## config.mk

```make
export PLATFORM = sky130hd
export DESIGN_NAME = key_click_ctrl
export DESIGN_NICKNAME = d
export VERILOG_FILES = /design/src/rtl/key_click_ctrl.sv
export SDC_FILE = /design/constraint.sdc
export NUM_CORES = 1
export LEC_CHECK = 0
export CORE_MARGIN = 5
export CORE_UTILIZATION = 40
export DETAILED_ROUTE_END_ITERATION = 10
export MAX_ROUTING_LAYER = met4
export SLEW_MARGIN = 20
export SYNTH_ARGS = -nofsm -noshare
export SYNTH_HDL_FRONTEND = slang
export SYNTH_SLANG_ARGS = --single-unit
```

## constraint.sdc

```tcl
create_clock -name sys_clk -period 3.2 [get_ports sys_clk]
set_input_delay 0.8 -clock sys_clk [delete_from_list [all_inputs] [get_ports sys_clk]]
set_output_delay 0.8 -clock sys_clk [all_outputs]
set_load 0.01 [all_outputs]
```

## src/rtl/key_click_ctrl.sv

```systemverilog
// key_click_ctrl: push-button gesture controller.
// Synchronises and debounces an active-low key, classifies each gesture as
// SINGLE, DOUBLE or LONG, and hands events to a consumer through a one-entry
// valid/ready register. Events produced while that register is full are
// discarded and flagged with a one-cycle evt_drop pulse.
module key_click_ctrl #(
  parameter int DEB_CNT  = 1_000_000,
  parameter int GAP_CNT  = 15_000_000,
  parameter int LONG_CNT = 50_000_000
) (
  input  logic       sys_clk,
  input  logic       sys_rst_n,
  input  logic       key_in,
  input  logic       evt_ready,
  output logic       evt_valid,
  output logic [1:0] evt_code,
  output logic       evt_drop,
  output logic       key_level,
  output logic       busy
);

  // Both timers share one width, sized for the longest interval.
  localparam int MAX_DG  = (DEB_CNT > GAP_CNT) ? DEB_CNT : GAP_CNT;
  localparam int MAX_CNT = (MAX_DG > LONG_CNT) ? MAX_DG : LONG_CNT;
  localparam int CW      = $clog2(MAX_CNT);

  localparam logic [CW-1:0] CNT_ZERO  = CW'(0);
  localparam logic [CW-1:0] CNT_ONE   = CW'(1);
  localparam logic [CW-1:0] CNT_SAT   = {CW{1'b1}};
  localparam logic [CW-1:0] DEB_LAST  = CW'(DEB_CNT - 1);
  localparam logic [CW-1:0] GAP_LAST  = CW'(GAP_CNT - 1);
  localparam logic [CW-1:0] LONG_LAST = CW'(LONG_CNT - 1);

  localparam logic [1:0] EVT_NONE   = 2'b00;
  localparam logic [1:0] EVT_SINGLE = 2'b01;
  localparam logic [1:0] EVT_DOUBLE = 2'b10;
  localparam logic [1:0] EVT_LONG   = 2'b11;

  typedef enum logic [2:0] {
    ST_IDLE = 3'd0,  // key released, no gesture in progress
    ST_PDEB = 3'd1,  // debouncing a press
    ST_HELD = 3'd2,  // press accepted, key held
    ST_RDEB = 3'd3,  // debouncing a release
    ST_GAP  = 3'd4   // first click done, waiting for a possible second press
  } state_t;

  // Saturating increment: the hold/gap timer must never wrap back to zero,
  // otherwise a very long hold could alias onto the LONG threshold again.
  function automatic logic [CW-1:0] sat_inc(input logic [CW-1:0] val);
    logic [CW-1:0] res;
    if (val == CNT_SAT) begin
      res = val;
    end else begin
      res = val + CNT_ONE;
    end
    return res;
  endfunction

  // Synchroniser and FSM state
  logic          sync_meta_r;
  logic          key_sync_r;
  state_t        state_r;
  state_t        state_nxt_s;
  logic [CW-1:0] deb_cnt_r;
  logic [CW-1:0] deb_cnt_nxt_s;
  logic [CW-1:0] tm_cnt_r;
  logic [CW-1:0] tm_cnt_nxt_s;
  logic          clicks_r;
  logic          clicks_nxt_s;
  logic          long_flag_r;
  logic          long_flag_nxt_s;
  logic          key_level_r;
  logic          key_level_nxt_s;
  logic          busy_r;
  logic          busy_nxt_s;

  // FSM emit request for this cycle
  logic          emit_s;
  logic [1:0]    emit_code_s;

  // Event register
  logic          evt_valid_r;
  logic          evt_valid_nxt_s;
  logic [1:0]    evt_code_r;
  logic [1:0]    evt_code_nxt_s;
  logic          evt_drop_r;
  logic          evt_drop_nxt_s;

  // Two-flop synchroniser for the asynchronous key input; idles high (released).
  always_ff @(posedge sys_clk) begin
    if (!sys_rst_n) begin
      sync_meta_r <= 1'b1;
      key_sync_r  <= 1'b1;
    end else begin
      sync_meta_r <= key_in;
      key_sync_r  <= sync_meta_r;
    end
  end

  // Gesture FSM next-state, timer, flag and emit decisions (one decision per edge).
  always_comb begin
    state_nxt_s     = state_r;
    deb_cnt_nxt_s   = deb_cnt_r;
    tm_cnt_nxt_s    = tm_cnt_r;
    clicks_nxt_s    = clicks_r;
    long_flag_nxt_s = long_flag_r;
    key_level_nxt_s = key_level_r;
    emit_s          = 1'b0;
    emit_code_s     = EVT_NONE;

    case (state_r)
      ST_IDLE: begin
        if (!key_sync_r) begin
          state_nxt_s   = ST_PDEB;
          deb_cnt_nxt_s = CNT_ZERO;
        end else begin
          state_nxt_s   = ST_IDLE;
        end
      end

      ST_PDEB: begin
        if (key_sync_r) begin
          // Press bounced away. The gap timer is deliberately left alone so
          // a failed second press does not extend the double-click window.
          if (clicks_r) begin
            state_nxt_s = ST_GAP;
          end else begin
            state_nxt_s = ST_IDLE;
          end
        end else if (deb_cnt_r == DEB_LAST) begin
          state_nxt_s     = ST_HELD;
          key_level_nxt_s = 1'b0;
          if (!clicks_r) begin
            // First press: start timing the hold for LONG detection.
            tm_cnt_nxt_s = CNT_ZERO;
          end else begin
            tm_cnt_nxt_s = tm_cnt_r;
          end
        end else begin
          deb_cnt_nxt_s = deb_cnt_r + CNT_ONE;
        end
      end

      ST_HELD: begin
        tm_cnt_nxt_s = sat_inc(tm_cnt_r);
        // LONG fires while the key is still down, and only once per gesture.
        if (!clicks_r && (tm_cnt_r == LONG_LAST) && !long_flag_r) begin
          emit_s          = 1'b1;
          emit_code_s     = EVT_LONG;
          long_flag_nxt_s = 1'b1;
        end else begin
          long_flag_nxt_s = long_flag_r;
        end
        if (key_sync_r) begin
          state_nxt_s   = ST_RDEB;
          deb_cnt_nxt_s = CNT_ZERO;
        end else begin
          state_nxt_s   = ST_HELD;
        end
      end

      ST_RDEB: begin
        if (!key_sync_r) begin
          // Release bounced; the hold timer simply carries on.
          state_nxt_s = ST_HELD;
        end else if (deb_cnt_r == DEB_LAST) begin
          key_level_nxt_s = 1'b1;
          if (long_flag_r) begin
            // The LONG was already reported; the release ends the gesture.
            state_nxt_s     = ST_IDLE;
            long_flag_nxt_s = 1'b0;
            clicks_nxt_s    = 1'b0;
          end else if (!clicks_r) begin
            state_nxt_s  = ST_GAP;
            clicks_nxt_s = 1'b1;
            tm_cnt_nxt_s = CNT_ZERO;
          end else begin
            state_nxt_s  = ST_IDLE;
            clicks_nxt_s = 1'b0;
            emit_s       = 1'b1;
            emit_code_s  = EVT_DOUBLE;
          end
        end else begin
          deb_cnt_nxt_s = deb_cnt_r + CNT_ONE;
        end
      end

      ST_GAP: begin
        if (!key_sync_r) begin
          state_nxt_s   = ST_PDEB;
          deb_cnt_nxt_s = CNT_ZERO;
        end else if (tm_cnt_r == GAP_LAST) begin
          state_nxt_s  = ST_IDLE;
          clicks_nxt_s = 1'b0;
          emit_s       = 1'b1;
          emit_code_s  = EVT_SINGLE;
        end else begin
          tm_cnt_nxt_s = sat_inc(tm_cnt_r);
        end
      end

      default: begin
        // Unreachable encoding: recover to a clean idle state.
        state_nxt_s     = ST_IDLE;
        deb_cnt_nxt_s   = CNT_ZERO;
        tm_cnt_nxt_s    = CNT_ZERO;
        clicks_nxt_s    = 1'b0;
        long_flag_nxt_s = 1'b0;
        key_level_nxt_s = 1'b1;
      end
    endcase

    busy_nxt_s = (state_nxt_s != ST_IDLE);
  end

  // FSM state, timers, flags and the debounced level / busy outputs.
  always_ff @(posedge sys_clk) begin
    if (!sys_rst_n) begin
      state_r     <= ST_IDLE;
      deb_cnt_r   <= CNT_ZERO;
      tm_cnt_r    <= CNT_ZERO;
      clicks_r    <= 1'b0;
      long_flag_r <= 1'b0;
      key_level_r <= 1'b1;
      busy_r      <= 1'b0;
    end else begin
      state_r     <= state_nxt_s;
      deb_cnt_r   <= deb_cnt_nxt_s;
      tm_cnt_r    <= tm_cnt_nxt_s;
      clicks_r    <= clicks_nxt_s;
      long_flag_r <= long_flag_nxt_s;
      key_level_r <= key_level_nxt_s;
      busy_r      <= busy_nxt_s;
    end
  end

  // Event register next state: load, hand over, or drop on overflow.
  always_comb begin
    evt_valid_nxt_s = evt_valid_r;
    evt_code_nxt_s  = evt_code_r;
    evt_drop_nxt_s  = 1'b0;
    if (emit_s) begin
      if (!evt_valid_r || evt_ready) begin
        // Empty, or the held event leaves this cycle: take the new one.
        evt_valid_nxt_s = 1'b1;
        evt_code_nxt_s  = emit_code_s;
      end else begin
        // Full and stalled: keep the held event, report the loss.
        evt_drop_nxt_s  = 1'b1;
      end
    end else if (evt_valid_r && evt_ready) begin
      evt_valid_nxt_s = 1'b0;
      evt_code_nxt_s  = EVT_NONE;
    end else begin
      evt_valid_nxt_s = evt_valid_r;
      evt_code_nxt_s  = evt_code_r;
    end
  end

  // Event register flops.
  always_ff @(posedge sys_clk) begin
    if (!sys_rst_n) begin
      evt_valid_r <= 1'b0;
      evt_code_r  <= EVT_NONE;
      evt_drop_r  <= 1'b0;
    end else begin
      evt_valid_r <= evt_valid_nxt_s;
      evt_code_r  <= evt_code_nxt_s;
      evt_drop_r  <= evt_drop_nxt_s;
    end
  end

  assign evt_valid = evt_valid_r;
  assign evt_code  = evt_code_r;
  assign evt_drop  = evt_drop_r;
  assign key_level = key_level_r;
  assign busy      = busy_r;

endmodule

```

==> impl_metrics.csv <==
group,metric,value,unit
logic_synthesis,synth_area,0.00366,mm2
worst_setup_path,path_class,"reg -> reg",
sta,setup_tns,0,ns
floorplanning,core_region_area,0.00881,mm2
sta,final.setup_skew,0.0107,ns
floorplanning,die_area,0.0112,mm2
logic_synthesis,muxShareOfSynthArea,1.92,%
worst_setup_path,end_kind,"flip-flop",
worst_setup_path,critPathBufInv,1,
clocking,cts_hold_buffers,0,
clocking,cts_resized,0,
sta,hold_slack,0.410,ns
logic_synthesis,synth-adder-area-share,0.684,%
logic_synthesis,netlist_instances,453,
sta,maxSlewViolCount,0,
clocking,cts.htree.levels,3,
power_and_ir_drop,power_density,368,mW/mm2
placed_design,dp_cells,552,
cells_and_area,fin_area,0.00402,mm2
logic_synthesis,synth_compound_area_share,22.3,%
hold_path,hold_class,"reg -> reg",
cells_and_area,seqCellArea,0.00130,mm2
logic_synthesis,synthArstFlopShare,0,%
detailed_routing,dr_total_vias,3484,
sta,clock.fmax,370,MHz
global_routing,grt-ovfl-total,0,
worst_setup_path,crit_fanout,48,
cells_and_area,multi_input_area,0.00219,mm2
placed_design,dpl_cell_area,0.00385,mm2
cells_and_area,utilization,45.6,%
logic_synthesis,synth_ff_type,"dfxtp_1",
placed_design,io_buffers,9,
floorplanning,rows,34,
floorplanning,start_util,41.5,%
logic_synthesis,synth_top_family_by_area,"simple AND/OR/NAND/NOR gates",
placed_design,place_congestion,0.840,
logic_synthesis,syn_nets,459,
clocking,cts-root-buf,"clkbuf_8",
worst_setup_path,required,3.47,ns
clocking,clock-sinks,65,
sta,finalCriticalPeriod,2.70,ns
logic_synthesis,synth_edf_count,0,
worst_setup_path,worst_setup_path_start_kind,"flip-flop",
detailed_routing,drc,0,
detailed_routing,drtIter0Drc,209,
clocking,cts_tree,"done",
global_routing,grt_pass1_vias,3190,
floorplanning,die_w,106,um
cells_and_area,n_fill_cell,894,
run,cap_viol_max_count,0,
clocking,cts_buffers,9,
global_routing,grt_start_max_net_pins,49,
sta,rsz0062_at_grt,"false",
sta,min_period_over_period,84.4,%
placed_design,dp_slack,0.547,ns
logic_synthesis,synth.distinct_cells,56,
cells_and_area,area_growth,9.78,%
status,status,"completed",
cells_and_area,final_cell_mix,"65 x dfxtp_1, 42 x a21oi_1, 34 x nand2_1",
clocking,clk_latency,0.34,ns
logic_synthesis,synth_warnings,0,
logic_synthesis,yosys.area_share.simple,32.5,%
detailed_routing,drtPass1Iterations,4,
logic_synthesis,synth_xor_area_share,2.39,%
clocking,post-cts-setup-buffers,0,
sta,worst_slew_pin_slew,0.781,ns
global_routing,grt_pass1_wl,15200,um
clocking,cts_buffer_depth,2,
cells_and_area,final_common_cell,"dfxtp_1",
clocking,path_clk_slew,0.07,ns
detailed_routing,wl,8780,um
worst_setup_path,cpMaxStageDelayCell,"or4b_4",
worst_setup_path,cp.arrival,2.98,ns
cells_and_area,antenna_cells,0,
logic_synthesis,seq_area_frac_synth,35.6,%
worst_setup_path,reg2reg_slack,0.50,ns
floorplanning,die_h,106,um
floorplanning,ios,10,
sta,setup_slack,0.498,ns
global_routing,grtUsageTotal,16.6,%
sta,max_slew_margin,47.6,%
power_and_ir_drop,vdd_ir_drop_max,0.221,mV
cells_and_area,nets,461,
worst_setup_path,crit_family,"simple AND/OR/NAND/NOR gates",
worst_setup_path,crit_chain,"or4b_4, nor4_4, a41oi_2, buf_4, or4_1, a21oi_1",
global_routing,antenna_found_initial,0,
logic_synthesis,synth-seq-cells,65,
power_and_ir_drop,cellLeakagePower,1.15,nW
cells_and_area,drive_gt1_share,8.04,%
logic_synthesis,syn_area_per_cell,8.07,um2
detailed_routing,via_per_inst,6.13,
sta,finalSetupViolations,0,
power_and_ir_drop,power,1.48,mW
detailed_routing,wl_per_cell,15.5,um
worst_setup_path,critical_path.max_stage_delay,0.55,ns
detailed_routing,detail-route-antenna-nets,0,
sta,finalHoldViolCount,0,
cells_and_area,fin_cells,568,
placed_design,dp_hpwl,5980,um
-- power breakdown --
part | leakage, nW | switching [mW] | total, mW | internal, mW
Clock | 0.0818 | 0.328 | 0.603 | 0.275
Combinational | 0.545 | 0.0408 | 0.0593 | 0.0185
Sequential | 0.524 | 0.00474 | 0.816 | 0.812
-- state kept, by name (all words and copies together) (netlist names), 2 cells and up --
register	flops
evt_code	2
state_r	3
tm_cnt_r	26
deb_cnt_r	26
-- cells in the mapped netlist, types with 3 or more instances --
cell	count	area, um2
a211oi_1	5	37.5
a21oi_1	42	210
a31oi_1	3	18.8
and2_1	4	25.0
and3_1	8	50.1
and4_1	4	35.0
buf_2	6	30.0
clkbuf_1	23	86.3
dfxtp_1	65	1300
inv_1	13	48.8
mux2i_1	7	70.1
nand2_1	34	128
nand2b_1	3	18.8
nand3_1	22	110
nand4_1	15	93.8
nor2_1	28	105
nor3_1	9	45.0
nor3b_1	3	22.5
nor4_1	12	75.1
o211ai_1	9	67.6
o21a_1	3	22.5
o21ai_0	11	55.1
o21ai_1	3	15.0
o311ai_0	3	26.3
o31ai_1	31	233
or2_2	4	25.0
or3_1	12	75.1
or4_1	25	188
or4b_1	3	30.0
xnor2_1	5	43.8
xor2_1	5	43.8
-- kinds of logic (layout without fill, tap and decap cells) --
logic type	Yosys count	count (layout)
compound gates	124	124
xor+xnor	10	10
fa+ha+maj	2	2
buf+inv	43	50
flops	65	65
mux	7	7
simple gates	202	202
-- cell type report --
| class | instances | share of cell area [%] |
|---|---|---|
| Timing Repair Buffer | 21 | 4.49 |
| Sequential cell | 65 | 32.4 |
| Multi-Input combinational cell | 345 | 54.5 |
| Inverter | 13 | 1.22 |
| Clock buffer | 10 | 3.18 |
| Clock inverter | 6 | 0.873 |
| Tap cell | 108 | 3.37 |
-- layer usage --
layer  track usage [%]  wire (um)  part of all wire (%)
met2              25.6       4070                    46
met1              22.1       4340                    49
met5                 -          0                     0
met3              3.00        265                   3.0
met4              5.00        102                   1.2
-- final timing paths --
check,start,endpoint,cells past startpoint
setup / recovery,deb_cnt_r[7],tm_cnt_r[2],6
hold / removal,sync_meta_r,key_sync_r,1
setup reg to reg,deb_cnt_r[7],tm_cnt_r[2],6
hold reg to reg,sync_meta_r,key_sync_r,1
No activity file was read; power rests on OpenSTA's default activity.
